### src/rtl/bus_slave_port.sv
// Serial bus slave port: deserialises RW/address/data frames, drives a local
// memory port, and serialises read data back. Define SPLIT_EN to enable split reads.
`timescale 1ns/1ps

module bus_slave_port #(
  parameter int ADDR_W       = 12,
  parameter int SPLIT_THRESH = 4
) (
  input  logic              CLK,
  input  logic              RSTN,
  input  logic              SEL,
  input  logic              BUS_VALID,
  input  logic              BUS_DATA,
  output logic              SLV_VALID,
  output logic              SLV_DATA,
  output logic              SLV_ACK,
  output logic              SLV_SPLIT,
  output logic [ADDR_W-1:0] S_ADDR,
  output logic [7:0]        S_DOUT,
  output logic              S_WEN,
  output logic              S_REN,
  input  logic [7:0]        S_DIN,
  input  logic              S_DVALID
);

  // One counter serves address bits, data bits, TX bits and the split wait.
  localparam int CNT_AB  = (ADDR_W > 8) ? ADDR_W : 8;
  localparam int CNT_MAX = (CNT_AB > SPLIT_THRESH) ? CNT_AB : SPLIT_THRESH;
  localparam int CNT_W   = $clog2(CNT_MAX);

  localparam logic [CNT_W-1:0] ADDR_LAST = CNT_W'(ADDR_W - 1);
  localparam logic [CNT_W-1:0] BYTE_LAST = CNT_W'(7);
  localparam logic [CNT_W-1:0] CNT_ONE   = CNT_W'(1);
`ifdef SPLIT_EN
  localparam logic [CNT_W-1:0] SPLIT_LAST = CNT_W'(SPLIT_THRESH - 1);
`endif

  typedef enum logic [2:0] {
    IDLE   = 3'd0,
    ADDR   = 3'd1,
    WDATA  = 3'd2,
    MEM_WR = 3'd3,
    MEM_RD = 3'd4,
`ifdef SPLIT_EN
    SPLIT  = 3'd5,
`endif
    TX     = 3'd6
  } state_t;

  state_t            r_state;
  state_t            w_next;
  logic [CNT_W-1:0]  r_cnt;
  logic [CNT_W-1:0]  w_next_cnt;
  logic [7:0]        r_shift;
  logic [7:0]        w_next_shift;
  logic              r_rw;
  logic [ADDR_W-1:0] r_addr;
  logic [7:0]        r_dout;
  logic              r_wen;
  logic              r_ren;
  logic              r_ack;
  logic              r_slv_valid;
  logic              r_slv_data;
  logic              w_bit;
`ifdef SPLIT_EN
  logic              r_got;
  logic              w_next_got;
  logic              r_split;
`endif

  assign w_bit = SEL & BUS_VALID;

  always_comb begin
    // NOTE: every signal driven here gets a default first so no latch is inferred.
    w_next       = r_state;
    w_next_cnt   = r_cnt;
    w_next_shift = r_shift;
`ifdef SPLIT_EN
    w_next_got   = r_got;
`endif
    case (r_state)
      IDLE: begin
        if (w_bit) begin
          w_next     = ADDR;
          w_next_cnt = '0;
        end
      end
      ADDR: begin
        if (!SEL) begin
          w_next     = IDLE;
          w_next_cnt = '0;
        end else if (BUS_VALID) begin
          if (r_cnt == ADDR_LAST) begin
            w_next     = r_rw ? WDATA : MEM_RD;
            w_next_cnt = '0;
          end else begin
            w_next_cnt = r_cnt + CNT_ONE;
          end
        end
      end
      WDATA: begin
        if (!SEL) begin
          w_next     = IDLE;
          w_next_cnt = '0;
        end else if (BUS_VALID) begin
          if (r_cnt == BYTE_LAST) begin
            w_next     = MEM_WR;
            w_next_cnt = '0;
          end else begin
            w_next_cnt = r_cnt + CNT_ONE;
          end
        end
      end
      MEM_WR: begin
        w_next     = IDLE;
        w_next_cnt = '0;
      end
      MEM_RD: begin
        // r_ren marks the strobe cycle, in which the memory cannot answer yet.
        if (S_DVALID && !r_ren) begin
          w_next       = TX;
          w_next_cnt   = '0;
          w_next_shift = S_DIN;
        end
`ifdef SPLIT_EN
        else if (r_cnt == SPLIT_LAST) begin
          w_next     = SPLIT;
          w_next_cnt = '0;
          w_next_got = 1'b0;
        end else begin
          w_next_cnt = r_cnt + CNT_ONE;
        end
`endif
      end
`ifdef SPLIT_EN
      SPLIT: begin
        if (S_DVALID && !r_got) begin
          w_next_shift = S_DIN;
          w_next_got   = 1'b1;
        end
        if (SEL && (r_got || S_DVALID)) begin
          w_next     = TX;
          w_next_cnt = '0;
          w_next_got = 1'b0;
        end
      end
`endif
      TX: begin
        if (!SEL || (r_cnt == BYTE_LAST)) begin
          w_next     = IDLE;
          w_next_cnt = '0;
        end else begin
          w_next_cnt   = r_cnt + CNT_ONE;
          w_next_shift = {r_shift[6:0], 1'b0};
        end
      end
      default: begin
        w_next     = IDLE;
        w_next_cnt = '0;
      end
    endcase
  end

  always_ff @(posedge CLK or negedge RSTN) begin
    if (!RSTN) begin
      r_state     <= IDLE;
      r_cnt       <= '0;
      r_shift     <= '0;
      r_rw        <= 1'b0;
      r_addr      <= '0;
      r_dout      <= '0;
      r_wen       <= 1'b0;
      r_ren       <= 1'b0;
      r_ack       <= 1'b0;
      r_slv_valid <= 1'b0;
      r_slv_data  <= 1'b0;
`ifdef SPLIT_EN
      r_got       <= 1'b0;
      r_split     <= 1'b0;
`endif
    end else begin
      // NOTE: state registers use non-blocking assignments so all update together.
      r_state <= w_next;
      r_cnt   <= w_next_cnt;
      r_shift <= w_next_shift;
      if ((r_state == IDLE) && w_bit) r_rw <= BUS_DATA;
      if ((r_state == ADDR) && w_bit) r_addr <= {r_addr[ADDR_W-2:0], BUS_DATA};
      if ((r_state == WDATA) && w_bit) r_dout <= {r_dout[6:0], BUS_DATA};
      // Strobes and serial outputs are decoded from the next state so they are
      // registered yet line up with the state they belong to.
      r_wen       <= (w_next == MEM_WR);
      r_ren       <= (w_next == MEM_RD) && (r_state != MEM_RD);
      r_ack       <= (r_state == MEM_WR);
      r_slv_valid <= (w_next == TX);
      r_slv_data  <= (w_next == TX) && w_next_shift[7];
`ifdef SPLIT_EN
      r_got       <= w_next_got;
      r_split     <= (w_next == SPLIT);
`endif
    end
  end

  assign SLV_VALID = r_slv_valid;
  assign SLV_DATA  = r_slv_data;
  assign SLV_ACK   = r_ack;
  assign S_ADDR    = r_addr;
  assign S_DOUT    = r_dout;
  assign S_WEN     = r_wen;
  assign S_REN     = r_ren;
`ifdef SPLIT_EN
  assign SLV_SPLIT = r_split;
`else
  assign SLV_SPLIT = 1'b0;
`endif

endmodule

### config.mk
export PLATFORM = sky130hd
export DESIGN_NAME = bus_slave_port
export DESIGN_NICKNAME = d
export VERILOG_FILES = /design/src/rtl/bus_slave_port.sv
export SDC_FILE = /design/constraint.sdc
export NUM_CORES = 1
export LEC_CHECK = 0
export ABC_AREA = 1
export BUFFER_PORTS_ARGS = -buffer_cell sky130_fd_sc_hd__clkbuf_2
export CAP_MARGIN = 25
export CORE_MARGIN = 3
export CORE_UTILIZATION = 40
export DETAILED_ROUTE_END_ITERATION = 12
export SLEW_MARGIN = 25
export SYNTH_ARGS = -nofsm -noshare
export SYNTH_HDL_FRONTEND = slang
export SYNTH_SLANG_ARGS = --single-unit
### constraint.sdc
create_clock -name CLK -period 2.27 [get_ports CLK]
set_input_delay 0 -clock CLK [delete_from_list [all_inputs] [get_ports CLK]]
set_output_delay 0 -clock CLK [all_outputs]
set_load 0.1 [all_outputs]
==> impl_metrics.csv <==
group,metric,value,unit
routing,drt.antenna.violating_nets,0,
finish,num-fill-cells,422,
floorplanning,design.core.area,4380,um^2
place,place_ws,749,ps
timing,relSlewSlack,41.4,%
floorplanning,ios,40,
synth,ys_seq_elements,40,
routing,firstDrtPassIters,4,
critical_path,worstPathArrival,1690,ps
synth,synthTopCellsByCount,"nand2_1 (46), dfrtp_1 (40), inv_1 (20), nor2_1 (20), nand3_1 (16)",
timing,rsz0062_at_grt,"false",
global_routing,grt_pass1_wl,5660,um
routing,drt_first_iter_violations,34,
clock_network,cts_sinks,40,
run_status,status,"complete, no violations",
finish,n_antenna_cell,0,
timing,finalWorstSetupSlack,748,ps
floorplanning,num_rows,24,
timing,finalCritPeriodShare,67.0,%
global_routing,grt_max_degree,41,
pwr,ir_drop,316,uV
routing,drcViolationCount,0,
place,hpwl,2420,um
clock_network,cts_tree,"yes",
timing,setup_tns,0,ps
synth,yosys-top-cells-area,"dfrtp_1 (55%), nand2_1 (9.4%), nand3_1 (4.4%), inv_1 (4.1%), nor2_1 (4.1%)",
timing,period_needed,1520,ps
timing,final_hold_viol_count,0,
global_routing,grt_pass1_vias,1262,
finish,area_growth,21.5,%
global_routing,grt_antenna_before_repair,0,
place,gp_congestion,0.857,
place,placed_cells_incl_taps,281,
synth,syn-mean-instance-area,9.41,um^2
routing,vias_per_cell,4.72,
global_routing,grt_overflow,0,
pwr,fin_total_pwr,1670,uW
hold_path,hp-class,"input pin to flip-flop",
synth,yosysTopAreaCell,"dfrtp_1",
synth,async_flop_share,100,%
synth,synth_top_area_share,54.5,%
critical_path,path_cells,"inv_2, nand3_2, inv_2, nand2_1, mux2_1",
synth,synth.most_common_cell,"nand2_1",
finish,fin_nets,261,
global_routing,grtUsageTotal,13.8,%
floorplanning,die_area,5440,um^2
floorplanning,dieHeight,73.7,um
critical_path,cp.required,2440,ps
synth,netlist_area,1840,um^2
timing,setup_viol_count_final,0,
synth,synth_ff_type,"dfrtp_1",
synth,syn-instance-count,195,
synth,synth.yosys.seq_area_share,54.5,%
routing,wl_per_cell,11.4,um
critical_path,critPathCaptureType,"flip-flop",
run,maxCapViolations,0,
critical_path,slowest_delay,460,ps
synth,synth_cell_types,27,
finish,layout.cells.non_filler,298,
clock_network,cts_max_path_buffers,2,
routing,num_vias,1407,
timing,fmax,0.657,GHz
clock_network,cts_max_level,2,
pwr,p_per_area,747,nW/um^2
floorplanning,initial_utilization,41.9,%
clock_network,cts_resized,0,
finish,fin_util,50.9,%
place,port_buffers,38,
critical_path,slowest_stage,"dfrtp_1",
routing,drt-total-wl,3390,um
clock_network,postCtsSetupRepairBufs,0,
critical_path,critical_path_buf_inv_count,2,
synth,yosysWarnings,0,
critical_path,crit_fanout,11,
timing,fin_skew,2.36,ps
critical_path,critical_path.top_delay_family,"flip-flops",
clock_network,cts_buffers,5,
finish,drive_above_1_share,27.2,%
critical_path,path_class,"flip-flop to flip-flop",
timing,worst_pin_slew,878,ps
clock_network,insertion_delay,290,ps
critical_path,start_kind,"flip-flop",
clock_network,path_clk_slew,70,ps
timing,drv_slew,0,
floorplanning,fp.dieW,73.7,um
synth,synth_fp_nets,210,
clock_network,cts_root_buf,"clkbuf_8",
pwr,leakage,0.00124,uW
critical_path,crit_path_frequent_cell,"inv_2",
synth,synth-edff-count,0,
[layout by cell type, fill, tap and decap left out, drive strengths merged]
master / synthesis / layout
nand2: 50 / 50
clkbuf: 0 / 43
dfrtp: 40 / 40
inv: 25 / 25
nor2: 21 / 21
nand3: 17 / 17
mux2: 14 / 14
o21ai: 11 / 11
dlygate4sd3: 0 / 10
a21oi: 4 / 4
nor3: 3 / 3
a31oi: 1 / 1
o2111ai: 1 / 1
o22ai: 1 / 1
nand4: 1 / 1
ha: 1 / 1
conb: 1 / 1
clkinv: 0 / 1
buf: 4 / 1
[area by class of cell]
type	count	area, um^2	area share [%]
Inverter	25	96.3	4.32
Clock buffer	6	72.6	3.25
Timing Repair Buffer	48	290	13.0
Multi-Input combinational cell	126	701	31.4
Sequential cell	40	1000	44.9
Clock inverter	1	5.00	0.224
Tap cell	52	65.1	2.92
[tightest hold or removal path, delay by kind of cell]
kind | cells | cell delay [ps]
AO/OA/AOI/OAI | 1 | 140
buffers and inverters | 1 | 110
AND/OR/NAND/NOR | 1 | 70
[what timing repair did]
| item | 4_1_cts | 5_1_grt |
|---|---|---|
| hold endpoints to repair | 51 | 0 |
| hold buffers | 10 | 0 |
| setup endpoints to repair | 0 | 0 |
[layer usage]
layer | wire length [um] | vias up | global-route usage, %
met4 | 8 | 0 | 4.23
met2 | 1530 | 36 | 20.0
met5 | 0 | - | 0
met1 | 1610 | 646 | 18.8
met3 | 237 | 2 | 5.61
li1 | - | 723 | -
[cell families (layout without fill, tap and decap cells)]
logic type	Yosys count	count (layout)	synth area share, %
AND/OR/NAND/NOR	92	92	22.4
other	1	1	0.204
adder cells (fa/ha/maj)	1	1	0.682
buffers and inverters	29	80	7.29
multiplexers	14	14	9.41
flip-flops	40	40	54.5
AO/OA/AOI/OAI	18	18	5.45
[path summary, 6_finish.rpt]
kind                                 start         end  slack [ps]  depth (start not counted)
max in group asynchronous             RSTN  r_shift[4]        1360                          2
min in group asynchronous             RSTN   S_DOUT[4]         360                          2
worst max register to register  r_state[0]   S_DOUT[4]         750                          5
worst max-delay path            r_state[0]   S_DOUT[4]         750                          5
worst min-delay path             BUS_VALID       S_WEN          80                          3
worst min register to register  r_shift[0]  r_shift[0]         480                          2
[through the flow]
step / hold slack [ps] / area [um^2]
2_1_floorplan: -296 / 1840
3_3_place_gp: 202 / 2050
3_5_place_dp: 208 / 2050
4_1_cts: 72.3 / 2230
5_1_grt: 82.6 / 2230
6_report: 82.2 / 2230
[report_power, final]
part / leakage [uW] / internal, uW / switching, uW / total (uW)
clock network: 0.0000410 / 209 / 225 / 434
registers: 0.000543 / 757 / 33.0 / 790
logic: 0.000661 / 78.3 / 366 / 444
[state kept, by name (all words and copies together) (netlist names)]
name,cells
SLV_DATA,1
S_ADDR,12
r_cnt,4
r_rw,1
r_shift,7
SLV_VALID,1
S_REN,1
S_WEN,1
r_state,3
S_DOUT,8
SLV_ACK,1
(Power assumes the default switching activity.)
